File: config.mk
export PLATFORM = sky130hd
export DESIGN_NAME = blink_leds
export DESIGN_NICKNAME = d
export VERILOG_FILES = /design/src/rtl/blink_leds.sv
export SDC_FILE = /design/constraint.sdc
export NUM_CORES = 1
export LEC_CHECK = 0
export CAP_MARGIN = 40
export CORE_ASPECT_RATIO = 1.25
export CORE_UTILIZATION = 50
export CTS_CLUSTER_DIAMETER = 200
export CTS_CLUSTER_SIZE = 16
export DETAILED_ROUTE_END_ITERATION = 10
export PLACE_DENSITY = 0.7
export SLEW_MARGIN = 20
export SYNTH_ARGS = -nofsm -noshare
export SYNTH_HDL_FRONTEND = slang
export SYNTH_SLANG_ARGS = --single-unit
File: constraint.sdc
create_clock -name clk -period 2.6 [get_ports clk]
set_clock_uncertainty 0.1 [all_clocks]
set_input_delay 0.65 -clock clk [delete_from_list [all_inputs] [get_ports clk]]
set_output_delay 0.65 -clock clk [all_outputs]
set_load 0.01 [all_outputs]
File: src/rtl/blink_leds.sv
// blink_leds: icestick LED pattern generator with synchronised switch controls and a heartbeat.
// Define DEBOUNCE_EN to add a per-switch debounce counter after the synchroniser.
module blink_leds #(
    parameter int DIV             = 6000000,
    parameter int DEBOUNCE_CYCLES = 120000
) (
    input  logic clk,
    input  logic rst,
    input  logic SW1,
    input  logic SW2,
    input  logic SW3,
    input  logic SW4,
    output logic LED1,
    output logic LED2,
    output logic LED3,
    output logic LED4,
    output logic LED5
);

    typedef enum logic [1:0] {
        MODE_FLASH  = 2'd0,
        MODE_CHASE  = 2'd1,
        MODE_COUNT  = 2'd2,
        MODE_BOUNCE = 2'd3
    } mode_t;

    localparam int              CW          = (DIV > 1) ? $clog2(DIV) : 1;
    localparam logic [CW-1:0]   LAST_NORMAL = CW'(DIV - 1);
    localparam logic [CW-1:0]   LAST_FAST   = CW'(DIV / 4 - 1);

    logic [3:0] sw;
    logic [3:0] meta;
    logic [3:0] sync;
    logic [3:0] lvl;
    logic [3:0] prev;
    logic [3:0] rise;
    logic       r1;
    logic       r2;
    logic       pause;
    logic       invert;

    assign sw = {SW4, SW3, SW2, SW1};

    // NOTE: sequential state uses non-blocking assignments so every flop samples pre-edge values.
    always_ff @(posedge clk or posedge rst) begin
        if (rst) begin
            meta <= '0;
            sync <= '0;
        end else begin
            meta <= sw;
            sync <= meta;
        end
    end

`ifdef DEBOUNCE_EN
    localparam int             DBW     = $clog2(DEBOUNCE_CYCLES + 1);
    localparam logic [DBW-1:0] DB_LAST = DBW'(DEBOUNCE_CYCLES - 1);

    logic [DBW-1:0] db_cnt [4];

    // Accept a new level only after it has differed for DEBOUNCE_CYCLES consecutive cycles.
    always_ff @(posedge clk or posedge rst) begin
        if (rst) begin
            lvl <= '0;
            for (int i = 0; i < 4; i++) db_cnt[i] <= '0;
        end else begin
            for (int i = 0; i < 4; i++) begin
                if (sync[i] == lvl[i]) begin
                    db_cnt[i] <= '0;
                end else if (db_cnt[i] == DB_LAST) begin
                    lvl[i]    <= sync[i];
                    db_cnt[i] <= '0;
                end else begin
                    db_cnt[i] <= db_cnt[i] + DBW'(1);
                end
            end
        end
    end
`else
    assign lvl = sync;
`endif

    always_ff @(posedge clk or posedge rst) begin
        if (rst) prev <= '0;
        else     prev <= lvl;
    end

    assign rise   = lvl & ~prev;
    assign r1     = rise[0];
    assign r2     = rise[1];
    assign pause  = lvl[2];
    assign invert = lvl[3];

    // Prescaler: a mode or speed change restarts the tick period and suppresses that tick.
    logic [CW-1:0] count;
    logic          fast;
    logic          at_last;
    logic          tick;

    assign at_last = (count == (fast ? LAST_FAST : LAST_NORMAL));
    assign tick    = at_last & ~r1 & ~r2;

    always_ff @(posedge clk or posedge rst) begin
        if (rst)                      count <= '0;
        else if (r1 || r2 || at_last) count <= '0;
        else                          count <= count + CW'(1);
    end

    // Pattern state: register / next-state / output processes.
    mode_t      mode, mode_nxt;
    logic [3:0] pat, pat_nxt;
    logic       dir_up, dir_up_nxt;
    logic       fast_nxt;
    logic       heart, heart_nxt;

    always_ff @(posedge clk or posedge rst) begin
        if (rst) begin
            mode   <= MODE_FLASH;
            pat    <= 4'b0000;
            dir_up <= 1'b1;
            fast   <= 1'b0;
            heart  <= 1'b0;
        end else begin
            mode   <= mode_nxt;
            pat    <= pat_nxt;
            dir_up <= dir_up_nxt;
            fast   <= fast_nxt;
            heart  <= heart_nxt;
        end
    end

    always_comb begin
        // NOTE: every output of this block gets a default first, so no path can infer a latch.
        mode_nxt   = mode;
        pat_nxt    = pat;
        dir_up_nxt = dir_up;
        fast_nxt   = fast ^ r2;
        heart_nxt  = heart ^ tick;
        if (r1) begin
            mode_nxt   = mode_t'(mode + 2'd1);
            dir_up_nxt = 1'b1;
            pat_nxt    = (mode_nxt == MODE_CHASE || mode_nxt == MODE_BOUNCE) ? 4'b0001 : 4'b0000;
        end else if (tick && !pause) begin
            case (mode)
                MODE_FLASH: pat_nxt = ~pat;
                MODE_CHASE: pat_nxt = {pat[2:0], pat[3]};
                MODE_COUNT: pat_nxt = pat + 4'd1;
                default: begin
                    if (dir_up) begin
                        if (pat[3]) begin
                            pat_nxt    = 4'b0100;
                            dir_up_nxt = 1'b0;
                        end else begin
                            pat_nxt = pat << 1;
                        end
                    end else if (pat[0]) begin
                        pat_nxt    = 4'b0010;
                        dir_up_nxt = 1'b1;
                    end else begin
                        pat_nxt = pat >> 1;
                    end
                end
            endcase
        end
    end

    always_comb begin
        {LED4, LED3, LED2, LED1} = pat ^ {4{invert}};
        LED5                     = heart;
    end

endmodule

==> flow_summary.toml <==
[place]
worst_setup_slack_after_placement_ps = 525
number_of_buffers_inserted_by_port_buffering = 10
dpl.hpwl_um = 2860
gp_congestion = 0.853

[synth]
netlist-cell-type-count = 47
largest_family_of_logic_cells_by_synthesized_area = "simple AND/OR/NAND/NOR gates"
synth_mux_area_share_pct = 0
synth_common_cells = "sky130_fd_sc_hd__dfrtp_1 (41), sky130_fd_sc_hd__nor2_1 (27), sky130_fd_sc_hd__xor2_1 (19)"
synth_xor_area_share_pct = 11.6
yosys_warnings = 0
synth.most_common_cell = "sky130_fd_sc_hd__dfrtp_1"
synth_compound_area_share_pct = 10.6
synth_enable_flop_cells = 0
postSynthAreaPerCell_um2 = 10.6
synth.cell_area_um2 = 2190
dominantRegCellSynth = "sky130_fd_sc_hd__dfrtp_1"
synth_top_cells_by_area = "sky130_fd_sc_hd__dfrtp_1 (47%), sky130_fd_sc_hd__xor2_1 (7.6%), sky130_fd_sc_hd__ha_1 (5.1%)"
postSynthNetCount = 222
synth_simple_gate_area_share_pct = 21.9
post-synth-top-area-fraction_pct = 46.8
yosysSeqAreaShare_pct = 48.0
yosys_register_bits = 42
netlist.top_cell.by_area = "sky130_fd_sc_hd__dfrtp_1"
share_of_synthesized_flip_flops_with_an_asynchronous_set_or_reset_pct = 100
post_synth_fa_ha_maj_area_fraction_pct = 5.14
syn_inst = 207

[clocking]
clock_latency_ps = 300
htree_num_levels = 2
cts_setup_buffers = 0
cts.clk_slew.worst_paths_ps = 80
cts-root-buf = "sky130_fd_sc_hd__clkbuf_8"
post_cts_resize_count = 0
cts.sinks = 42
cts_hold_repair_buffers = 0
clock_path_buffers = 2
cts_buffers = 5
tritoncts_clock_tree = "built"

[setup_path]
r2r_end = "pat[2]$_DFFE_PP0P_"
regToRegSetupSlack_ps = 520
timing.critical_path.fanout_max = 10
startpoint_type = "flop"
path_class = "flop to primary output"
cp_data_arrival_time_ps = 1550
timing.reg2reg.worst_path_depth = 6
cp-end-kind = "primary output"
data_required_time_at_the_worst_endpoint_ps = 1850
reg2reg_from = "count[0]$_DFF_PP0_"

[pwr]
vdd.ir_drop.worst_uv = 481
net-switching-power_w = 0.000488
power_density_nw_per_um2 = 667
internal_power_w = 0.00115
power.static_leakage_nw = 1.02
totalPowerFinal_w = 0.00164
sequentialPowerShare_pct = 46.6
p_comb_share_pct = 22.4
clkPwrFrac_pct = 31.0
switching_share_pct = 29.8

[detailed_routing]
drtAntennaViolNets = 0
met3WireLength_um = 81
detail_route.wl_per_cell_um = 14.1
route.detailed.vias_per_inst = 5.62
detailedRoute.firstIterationViolations = 100
topRoutingLayerUsed = "met4"
m1WireLength_um = 1620
remaining_drc_errors = 0
wl_met2_um = 2160
wirelength_um = 3920
detailroute.via_count = 1556
drt-pass1-iter-count = 4

[timing]
final_period_minus_worst_setup_slack_ps = 2300
final-hold-violation-count = 0
slew_viol_final = 0
worstMarginPinSlew_ps = 660
max_slew_margin_pct = 55.6
rsz_0062_raised_after_global_routing = "no"
setup_total_negative_slack_ps = 0
finalWorstSetupSlack_ps = 304
finalSetupViolations = 0
fin_crit_sh_pct = 88.3
max_clock_freq_mhz = 436

[status]
run_status = "completed"

[cells_and_area]
fin_util_pct = 59.5
fin_nets = 235
layout_overhead_on_the_synthesized_area_pct = 12.3
num_antenna_cells = 0
drive_above_1_share_pct = 10.4

[grt]
number_of_antenna_violations_at_the_first_check_in_global_routing = 0
track_usage_pct = 20.0
grt-ovfl-total = 0
grt_pass1_vias = 1599
wire_length_of_the_first_global_routing_pass_um = 6890
grt_start_max_net_pins = 43

[hold_path]
startpoint_of_the_most_critical_hold_path = "meta[1]$_DFF_PP0_"
worstHoldPathType = "flop to flop"
timing.hold.worst_path_depth = 0
min_to = "lvl[1]$_DFF_PP0_"

[die]
design.portCount = 11
start_util_pct = 53.0
die_height_um = 76.0
die_width_um = 61.2
die-area_um2 = 4650
std_cell_rows = 26
placeable_core_region_um2 = 4130

[flow_run]
max_cap_viol_count = 0
==> layer usage <==
metal	up-vias	GRT usage [%]
li1	751	-
met1	783	22.7
met2	15	34.0
met3	7	4.58
met4	0	9.32
met5	-	0
==> cells by family (layout without fill, tap and decap cells) <==
| kind of cell | Yosys count | after routing |
|---|---|---|
| simple gates | 86 | 86 |
| xor+xnor | 29 | 29 |
| flops | 42 | 42 |
| compound gates | 27 | 27 |
| fa+ha+maj | 9 | 9 |
| buf+inv | 14 | 28 |
==> how the worst max path moves through the flow <==
stage / start / end / slack, ps
after floorplan: fast$_DFF_PP0_ / pat[2]$_DFFE_PP0P_ / 670
after global placement: count[0]$_DFF_PP0_ / pat[2]$_DFFE_PP0P_ / 600
after detailed placement: count[0]$_DFF_PP0_ / pat[2]$_DFFE_PP0P_ / 520
after CTS: pat[3]$_DFFE_PP0P_ / LED4 / 300
after global routing: pat[3]$_DFFE_PP0P_ / LED4 / 230
final: pat[3]$_DFFE_PP0P_ / LED4 / 300
==> flip-flops by register name, summed over array words and instances, names as in the netlist <==
signal	flops
count	23
dir_up	1
fast	1
prev	2
pat	4
LED5	1
meta	4
mode	2
lvl	4
==> critical path, cell delays in order (launching register included) <==
cell,delay [ps]
sky130_fd_sc_hd__dfrtp_1,530
sky130_fd_sc_hd__xor2_1,170
sky130_fd_sc_hd__clkdlybuf4s50_1,540
==> power groups by stage <==
stage | registers (W) | clock network (W) | logic, W
3_5_place_dp | 0.000778 | 0 | 0.000371
2_1_floorplan | 0.000751 | 0 | 0.000302
3_3_place_gp | 0.000770 | 0 | 0.000361
5_1_grt | 0.000773 | 0.000546 | 0.000434
4_1_cts | 0.000766 | 0.000522 | 0.000372
6_report | 0.000765 | 0.000508 | 0.000367
==> stage by stage <==
| stage | cells | area, um2 | hold WS (ps) |
|---|---|---|---|
| finish | 277 | 2460 | 257 |
| global route | 277 | 2460 | 265 |
| CTS | 277 | 2460 | 260 |
| detailed placement | 269 | 2350 | 240 |
| global placement | 269 | 2350 | 232 |
| floorplan | 207 | 2190 | 231 |
==> cell type report <==
cell class	count	area, um2
Clock buffer	6	72.6
Clock inverter	2	37.5
Fill cell	365	1670
Inverter	7	26.3
Multi-Input combinational cell	151	1080
Sequential cell	42	1050
Tap cell	56	70.1
Timing Repair Buffer	13	123
==> layout by cell type (no fill, tap or decap), types with 2 or more instances in the layout <==
| cell type | instances |
|---|---|
| sky130_fd_sc_hd__clkbuf_8 | 5 |
| sky130_fd_sc_hd__clkdlybuf4s50_1 | 10 |
| sky130_fd_sc_hd__and3_1 | 2 |
| sky130_fd_sc_hd__and4_1 | 3 |
| sky130_fd_sc_hd__xor2_1 | 19 |
| sky130_fd_sc_hd__nor2b_1 | 2 |
| sky130_fd_sc_hd__and3_2 | 2 |
| sky130_fd_sc_hd__nand2_1 | 14 |
| sky130_fd_sc_hd__nand4_1 | 8 |
| sky130_fd_sc_hd__xnor2_1 | 10 |
| sky130_fd_sc_hd__nor3_1 | 4 |
| sky130_fd_sc_hd__a21oi_1 | 4 |
| sky130_fd_sc_hd__nand4b_1 | 3 |
| sky130_fd_sc_hd__nor2_1 | 27 |
| sky130_fd_sc_hd__nand3b_1 | 2 |
| sky130_fd_sc_hd__nand3_1 | 10 |
| sky130_fd_sc_hd__ha_1 | 9 |
| sky130_fd_sc_hd__inv_1 | 7 |
| sky130_fd_sc_hd__o211ai_1 | 3 |
| sky130_fd_sc_hd__o21ai_0 | 6 |
| sky130_fd_sc_hd__buf_4 | 3 |
| sky130_fd_sc_hd__dfrtp_1 | 41 |
Note: power is estimated with default switching activity, not from simulation.
